**src/rtl/seg_scan_arbiter_pkg.sv**
```systemverilog
// seg_pkg: shared blanking constants and state types for the seven-segment scan arbiter
package seg_pkg;
  localparam logic [3:0] AN_OFF = 4'b1111;
  localparam logic [7:0] SEG_OFF = 8'hFF;
  typedef enum logic {BLANK, DRIVE} scan_e;
  typedef enum logic [1:0] {IDLE, OWN_A, OWN_B} own_e;
endpackage

```
**src/rtl/seg_scan_arbiter_hex.sv**
```systemverilog
// hexEncode: active-low seven-segment glyph for one hex nibble, dp off
module hexEncode (
  input  logic [3:0] hex,
  output logic [7:0] seg
);
  localparam logic [127:0] LUT = {8'h8E, 8'h86, 8'hA1, 8'hC6, 8'h83, 8'h88, 8'h98, 8'h80,
                                  8'hF8, 8'h82, 8'h92, 8'h99, 8'hB0, 8'hA4, 8'hF9, 8'hC0};
  always_comb seg = LUT[{hex, 3'b000} +: 8];
endmodule

```
**src/rtl/seg_scan_arbiter.sv**
```systemverilog
// seg_scan_arbiter: two-client display arbiter with blanked 4-digit scan; ownership and data change only at frame boundaries
module seg_scan_arbiter
  import seg_pkg::*;
#(
  parameter int DIGIT_TICKS = 100000,
  parameter int BLANK_TICKS = 1000,
  parameter int HOLD_SCANS  = 64
) (
  input  logic        clk,
  input  logic        rst_n,
  input  logic        req_a,
  input  logic [15:0] data_a,
  input  logic [3:0]  mask_a,
  input  logic        req_b,
  input  logic [15:0] data_b,
  input  logic [3:0]  mask_b,
  output logic        gnt_a,
  output logic        gnt_b,
  output logic [3:0]  D0_AN,
  output logic [7:0]  D0_SEG,
  output logic        frame_done
);
  localparam int TMAX = DIGIT_TICKS > BLANK_TICKS ? DIGIT_TICKS : BLANK_TICKS;
  localparam int TW = TMAX > 1 ? $clog2(TMAX) : 1;
  localparam int HW = $clog2(HOLD_SCANS + 1);
  localparam logic [TW-1:0] DLAST = TW'(DIGIT_TICKS - 1);
  localparam logic [TW-1:0] BLAST = TW'(BLANK_TICKS - 1);
  localparam logic [HW-1:0] HMAX = HW'(HOLD_SCANS);
  scan_e state_q, state_d;
  logic [1:0] idx_q, idx_d;
  logic [TW-1:0] tick_q, tick_d;
  logic tick_end, lit;
  own_e own_q, own_d, own_n;
  logic ptr_b_q, ptr_b_d;
  logic [HW-1:0] hold_q, hold_d, hold_inc;
  logic [15:0] data_q, data_d;
  logic [3:0] mask_q, mask_d;
  logic [7:0] glyph;
  hexEncode u_hex (.hex(data_q[{idx_q, 2'b00} +: 4]), .seg(glyph));
  always_ff @(posedge clk or negedge rst_n) begin
    if (!rst_n) begin
      state_q <= BLANK;
      idx_q   <= '0;
      tick_q  <= '0;
    end else begin
      state_q <= state_d;
      idx_q   <= idx_d;
      tick_q  <= tick_d;
    end
  end
  always_comb begin
    tick_end = tick_q == (state_q == DRIVE ? DLAST : BLAST);
    state_d  = tick_end ? (state_q == DRIVE ? BLANK : DRIVE) : state_q;
    tick_d   = tick_end ? '0 : tick_q + 1'b1;
    idx_d    = tick_end && state_q == DRIVE ? idx_q + 2'd1 : idx_q;
  end
  always_comb begin
    lit        = state_q == DRIVE && own_q != IDLE && mask_q[idx_q];
    D0_AN      = lit ? ~(4'b0001 << idx_q) : AN_OFF;
    D0_SEG     = lit ? glyph : SEG_OFF;
    frame_done = state_q == DRIVE && tick_end && idx_q == 2'd3;
    gnt_a      = own_q == OWN_A;
    gnt_b      = own_q == OWN_B;
  end
  always_ff @(posedge clk or negedge rst_n) begin
    if (!rst_n) begin
      own_q   <= IDLE;
      ptr_b_q <= 1'b0;
      hold_q  <= '0;
      data_q  <= '0;
      mask_q  <= '0;
    end else begin
      own_q   <= own_d;
      ptr_b_q <= ptr_b_d;
      hold_q  <= hold_d;
      data_q  <= data_d;
      mask_q  <= mask_d;
    end
  end
  // hold_inc includes the frame completing now, so an owner keeps at least HOLD_SCANS frames
  always_comb begin
    hold_inc = hold_q == HMAX ? HMAX : hold_q + 1'b1;
    case (own_q)
      IDLE:    own_n = req_a && (!req_b || !ptr_b_q) ? OWN_A : req_b ? OWN_B : IDLE;
      OWN_A:   own_n = !req_a ? (req_b ? OWN_B : IDLE) : req_b && hold_inc == HMAX ? OWN_B : OWN_A;
      OWN_B:   own_n = !req_b ? (req_a ? OWN_A : IDLE) : req_a && hold_inc == HMAX ? OWN_A : OWN_B;
      default: own_n = IDLE;
    endcase
    own_d   = frame_done ? own_n : own_q;
    hold_d  = !frame_done ? hold_q : (own_n != own_q || own_n == IDLE) ? '0 : hold_inc;
    ptr_b_d = frame_done && own_n == OWN_A ? 1'b1 : frame_done && own_n == OWN_B ? 1'b0 : ptr_b_q;
    data_d  = !frame_done ? data_q : own_n == OWN_A ? data_a : own_n == OWN_B ? data_b : 16'h0;
    mask_d  = !frame_done ? mask_q : own_n == OWN_A ? mask_a : own_n == OWN_B ? mask_b : 4'h0;
  end
endmodule

```
**config.mk**
```make
export PLATFORM = sky130hd
export DESIGN_NAME = seg_scan_arbiter
export DESIGN_NICKNAME = d
export VERILOG_FILES = /design/src/rtl/seg_scan_arbiter_pkg.sv /design/src/rtl/seg_scan_arbiter_hex.sv /design/src/rtl/seg_scan_arbiter.sv
export SDC_FILE = /design/constraint.sdc
export NUM_CORES = 1
export LEC_CHECK = 0
export ABC_AREA = 1
export ABC_CLOCK_PERIOD_IN_PS = 2000
export CORE_AREA = 4 4 99 82
export CTS_CLUSTER_SIZE = 16
export DETAILED_ROUTE_END_ITERATION = 10
export DIE_AREA = 0 0 103 86
export GPL_TIMING_DRIVEN = 0
export MAX_ROUTING_LAYER = met4
export PLACE_DENSITY = 0.77
export SYNTH_ARGS = -nofsm -noshare
export SYNTH_HDL_FRONTEND = slang
export SYNTH_SLANG_ARGS = --single-unit
```
**constraint.sdc**
```tcl
create_clock -name clk -period 2 [get_ports clk]
set_clock_uncertainty 0.1 [all_clocks]
set_input_delay 0.2 -clock clk [delete_from_list [all_inputs] [get_ports clk]]
set_output_delay 0.2 -clock clk [all_outputs]
set_load 0.005 [all_outputs]
```
==> results of run 1 <==
[Yosys cell counts (3+ instances only)]
master    number  area, um^2
buf_4          3        22.5
xor2_1         5        43.8
buf_2          3        15.0
a21oi_1       10        50.1
dfrtp_1       50        1250
inv_1         44         165
nand3b_1       6        45.0
clkbuf_1       3        11.3
o21ai_0       17        85.1
inv_2          4        15.0
nand2_1      106         398
nand4_1        9        56.3
or2_2          3        18.8
nor2_1        35         131
buf_6          8        90.1
nor3_1        10        50.1
nor2_2         3        18.8
ha_1          12         150
o211ai_1       4        30.0
nand3_1       88         440
o21ai_1        8        40.0
[through the flow]
stage | TNS (ns) | power [mW] | utilization
5_1_grt | -14.40 | 2.00 | 0.807
2_1_floorplan | 0 | 1.04 | -
3_5_place_dp | -12.33 | 1.15 | 0.565
3_3_place_gp | -52.07 | 1.15 | 0.563
4_1_cts | -8.29 | 1.92 | 0.721
6_report | -10.90 | 1.97 | 0.807
[where the power goes]
group,internal [mW],total [mW],switching (mW)
clock network,0.413,0.821,0.408
logic,0.0815,0.142,0.0601
registers,1.01,1.01,0
total,1.50,1.97,0.468
[routing by layer]
metal / track usage / vias to the layer above / part of all wire
li1: - / 1815 / -
met1: 0.355 / 2001 / 0.36
met2: 0.447 / 314 / 0.49
met3: 0.0463 / 101 / 0.085
met4: 0.104 / 0 / 0.066
met5: - / - / 0
[worst reg2reg max path: cells and delay by family (launching register included)]
| family | cells | cell delay (ns) |
|---|---|---|
| DFF | 1 | 0.43 |
| and+or+nand+nor | 10 | 1.26 |
| buffers and inverters | 2 | 0.28 |
| adders and majority gates | 1 | 0.13 |
[cells by family after synthesis]
family | count (synthesis) | synth area share
simple gates | 269 | 0.373
buf+inv | 67 | 0.0976
compound gates | 50 | 0.0913
flops | 50 | 0.374
fa+ha+maj | 12 | 0.0449
xor+xnor | 7 | 0.0183
other cells | 1 | 0.00112
[cell type report]
cell class | instances | area, um^2
tap | 90 | 113
multi-input combinational | 339 | 2600
fill | 402 | 1390
clock buffer | 6 | 82.6
sequential | 50 | 1260
buffer | 15 | 209
clock inverter | 2 | 38.8
timing repair buffer | 132 | 1320
inverter | 50 | 208
[flip-flops by register name, indices dropped and copies added, names as in the netlist]
register / count
tick_q: 17
data_q: 16
hold_q: 7
mask_q: 4
idx_q: 2
own_q: 2
ptr_b_q: 1
state_q: 1
[worst min-delay path by stage]
| stage | startpoint | endpoint | slack, ns | depth (start not counted) |
|---|---|---|---|---|
| 3_5_place_dp | rst_n | tick_q[6] | 0.08 | 1 |
| 5_1_grt | rst_n | tick_q[13] | 0.29 | 2 |
| 3_3_place_gp | tick_q[0] | tick_q[0] | 0.34 | 1 |
| 6_report | rst_n | tick_q[13] | 0.26 | 2 |
| 2_1_floorplan | rst_n | data_q[0] | -0.20 | 0 |
| 4_1_cts | rst_n | tick_q[12] | 0.28 | 2 |
[repair_timing]
action / CTS / global route
gates resized for setup: 172 / 130
pin swaps: 55 / 41
endpoints found under the hold margin: 18 / 0
gates cloned: 8 / 1
endpoints found under the setup margin: 44 / 48
setup buffers: 50 / 19
hold buffers: 1 / 0
==> impl_metrics.ini, run 1 <==
[finish]
area_growth_pct = 74.1
n_antenna_cell = 0
final_common_cell = nand2_1
drive_gt1_frac = 0.475
final_cell_mix = nand2_1, buf_4, nand3_2
stdcell_count = 684
final_area_mm2 = 0.00583
fin_nets = 649

[cts]
clock_sinks = 50
cts_root_buf = clkbuf_8
clock_latency_ns = 0.33
cts_buffers = 5
cts.clk_slew.worst_paths_ns = 0.10
clock_path_buffers = 2
htreeDepth = 2
cts_tree = built

[critical_path]
critPathMaxStageDelay_ns = 0.47
crit_slowest_cell = dfrtp_2
critical_path.endpoint_type = output port
critPathLaunch = idx_q[0]
worst_r2r_path_depth = 13
crit_top_cell = inv_2
crit_family = buffers and inverters
cp.required_ns = 1.70
crit_cells = 10
path_max_fanout = 7
worst-r2r-setup-slack_ns = -0.33
r2r-end = mask_q[3]
path_cells = inv_2 > buf_8 > nand2_2 > a32oi_4 > buf_6 > inv_4 > ha_4 > inv_2 > o311ai_2 > buf_2
setup.worst_path.end = D0_SEG[1]
start_kind = flop
critical_path_buf_inv_count = 6
reg2reg_from = hold_q[0]
cp.arrival_ns = 2.28
criticalPathCategory = reg -> out

[timing]
setup_viol = 43
whs_ns = 0.258
fin_crit_ns = 2.58
fin_ws_ns = -0.584
slew_violations = 0
hold_violations = 0
rsz0062_at_grt = true
finalCritPeriodShare = 1.29
max_freq_mhz = 387

[placed_design]
detailed_place_hpwl_mm = 6.86
place_inst = 604
pre_cts_ws_ns = -0.736
io_buffers = 57
dpl-instance-area_mm2 = 0.00408
gp_congestion = 0.900

[global_routing]
grt_max_degree = 33
grt_use_total = 0.279
overflow = 0
antenna_found_initial = 0
first_global_vias = 3926
grt_pass1_wl_mm = 18.8

[route]
via_count = 4231
routedWlPerCell_um = 21.2
drt_wl_total_mm = 14.5
initialDrtViolationCount = 372
ant_nets = 0
drcViolationCount = 0
drt_pass1_iterations = 7
routed_via_density = 6.19

[yosys]
syn_inst = 456
syn_avg_cell_area_um2 = 7.34
ys.flop_type = dfrtp_1
ys_ff_latch = 50
syn_nets = 512
synth_warnings = 0
syn_area_mm2 = 0.00335
synthArstFlopShare = 1.00
yosysSeqAreaShare = 0.374
synth-edff-count = 0
ys_types = 41

[outcome]
outcome = complete, but fails checks
violations = setup timing

[die]
die_area_mm2 = 0.00886
die_h_um = 86
rows = 28
ios = 59
die_w_um = 103
initial_core_util = 0.464
coreArea_mm2 = 0.00722

[power_and_ir_drop]
power_density_mw_per_mm2 = 339
p_leak_nw = 2.48
vdd_drop_max_mv = 0.286

[worst_hold_path]
hold_path_class = in -> async

[job]
maxCapViolCount = 0
Note: power is estimated with default switching activity, not from simulation.
==> run 2, diff against run 1 <==
--- a/config.mk
+++ b/config.mk
@@ -5,12 +5,11 @@
 export SDC_FILE = /design/constraint.sdc
 export NUM_CORES = 1
 export LEC_CHECK = 0
-export ABC_AREA = 1
 export ABC_CLOCK_PERIOD_IN_PS = 2000
-export CORE_AREA = 4 4 99 82
+export CORE_AREA = 2 2 95 78
 export CTS_CLUSTER_SIZE = 16
 export DETAILED_ROUTE_END_ITERATION = 10
-export DIE_AREA = 0 0 103 86
+export DIE_AREA = 0 0 97 80
 export GPL_TIMING_DRIVEN = 0
 export MAX_ROUTING_LAYER = met4
 export PLACE_DENSITY = 0.77
==> impl_metrics.ini, run 2 <==
[critical_path]
cp.arrival_ns = 2.29
path_cells = buf_6 > mux4_2 > inv_2 > buf_6 > ha_4 > o21ai_2 > o221ai_1 > o21ai_1 > buf_2
crit_slowest_cell = mux4_2
critPathMaxStageDelay_ns = 0.56
start_kind = flop
path_max_fanout = 6
critical_path.endpoint_type = output port
cp.required_ns = 1.70
crit_top_cell = buf_6
criticalPathCategory = reg -> out

[finish]
top_regs = tick_q x17, data_q x16, hold_q x7
final_common_cell = buf_4
stdcell_count = 583
final_cell_mix = buf_4, nand4_1, dfrtp_1
area_growth_pct = 66.7
largest_reg_flops = 17
final_util = 0.767
fin_nets = 551
fillCellCount = 384
drive_gt1_frac = 0.391
ff_latch_area_mm2 = 0.00126
multi_input_area_mm2 = 0.00211
n_antenna_cell = 0
top_register = tick_q
final_area_mm2 = 0.00521

[timing]
rsz0062_at_grt = true
setup_viol = 56
hold_violations = 0
setup_tns_ns = -17.44
slew_violations = 0
finalCritPeriodShare = 1.29
max_freq_mhz = 387
fin_crit_ns = 2.59
whs_ns = 0.215
fin_ws_ns = -0.587

[yosys]
syn_inst = 353
synth_area_leaders = dfrtp_1, nand4_1, nand2_1
ys_types = 51
synth.top_cell.area_share = 0.400
ys_ff_latch = 50
synth_commonest_cells = dfrtp_1, nand2_1, nand4_1, nand3_1, nor2_1
synth-edff-count = 0
yosysSeqAreaShare = 0.400
synth_warnings = 0
synth_area_leader_cell = dfrtp_1
yosysMostFrequentCell = dfrtp_1
syn_avg_cell_area_um2 = 8.85
syn_area_mm2 = 0.00312
synthArstFlopShare = 1.00
syn_nets = 409
ys.flop_type = dfrtp_1

[power_and_ir_drop]
switchingPower_uw = 455
p_clk_frac = 0.364
power_density_mw_per_mm2 = 354
seq_power_share = 0.547
p_int_mw = 1.39
switching_share = 0.247
p_leak_nw = 2.22
fin_total_pwr_mw = 1.85
combPwrFrac = 0.088
vdd_drop_max_mv = 0.266

[global_routing]
antenna_found_initial = 0
grt_use_total = 0.306
grt_max_degree = 40
first_global_vias = 3587
grt_pass1_wl_mm = 18.3
overflow = 0

[placed_design]
place_inst = 498
dpl-instance-area_mm2 = 0.00388
io_buffers = 57
gp_congestion = 0.973
detailed_place_hpwl_mm = 6.13
pre_cts_ws_ns = -0.675

[cts]
cts_buffers = 5
htreeDepth = 2
cts_root_buf = clkbuf_8
clock_sinks = 50
clock_latency_ns = 0.32
cts.clk_slew.worst_paths_ns = 0.11
cts_tree = built
clock_path_buffers = 2

[route]
drt_wl_total_mm = 12.9
routed_via_density = 6.38
drt_pass1_iterations = 5
initialDrtViolationCount = 437
ant_nets = 0
routedWlPerCell_um = 22.1
drcViolationCount = 0
via_count = 3720

[die]
die_w_um = 97
rows = 27
ios = 59
die_h_um = 80
coreArea_mm2 = 0.00679
initial_core_util = 0.460
die_area_mm2 = 0.00776

[job]
maxCapViolCount = 0

[outcome]
outcome = complete, but fails checks
violations = setup timing

[worst_hold_path]
hold_path_class = in -> async
run 2: cell types whose count changed in the layout (fill, tap and decap cells not counted), sizes merged, moves of 12 or more:
cell / delta
nand3: -58
inv: -33
o21ai: -12
nand4: +37
nor2: -15
nand2: -61
run 2: cell families (layout without fill, tap and decap cells):
kind of cell,count (synthesis),after routing,share of synthesized area
simple gates,183,183,0.310
buf+inv,39,182,0.0529
fa+ha+maj,12,12,0.0481
other cells,1,1,0.00120
xor+xnor,13,13,0.0364
mux,7,7,0.0425
compound gates,48,48,0.109
flops,50,50,0.400
run 2: final timing paths:
check	from	to	slack (ns)	cells past startpoint
setup / recovery	idx_q[0]	D0_SEG[3]	-0.59	9
hold / removal	rst_n	hold_q[2]	0.22	2
setup reg to reg	hold_q[1]	data_q[11]	-0.44	11
hold reg to reg	tick_q[0]	tick_q[0]	0.37	1
max in group asynchronous	rst_n	tick_q[5]	1.03	3
min in group clk	mask_b[1]	mask_q[1]	0.35	3
run 2: metal layers:
layer	global-route usage	wire [um]	part of all wire	vias to the layer above
li1	-	-	-	1572
met2	0.510	6120	0.47	292
met1	0.383	4920	0.38	1779
met5	-	0	0	-
met3	0.0447	1240	0.096	77
met4	0.115	613	0.048	0
run 2: cell type report:
| type | instances | area share |
|---|---|---|
| inverter | 15 | 0.0113 |
| multi-input combinational | 264 | 0.405 |
| buffer | 23 | 0.0564 |
| sequential | 50 | 0.241 |
| tap | 87 | 0.0209 |
| clock buffer | 6 | 0.0159 |
| timing repair buffer | 136 | 0.246 |
| clock inverter | 2 | 0.00312 |
run 2: timing repair:
action,in CTS,in global routing
resized for setup,159,45
hold buffers,1,0
cloned,10,0
buffers inserted,49,18
endpoints found under the setup margin,56,57
pin swaps,82,19
hold endpoints to repair,11,0
run 2: worst max-delay path: cells and delay by family (launching register included):
kind	cells	cell delay, ns
muxes	1	0.56
buffers and inverters	4	0.46
DFF	1	0.38
AOI/OAI and AO/OA	3	0.37
adders and majority gates	1	0.21
run 2: power groups by stage:
stage	registers (mW)	clock network [mW]	logic, mW
2_1_floorplan	1.03	0	0.0172
3_3_place_gp	1.03	0	0.135
3_5_place_dp	1.03	0	0.139
4_1_cts	1.01	0.654	0.155
5_1_grt	1.01	0.704	0.169
6_report	1.01	0.672	0.163
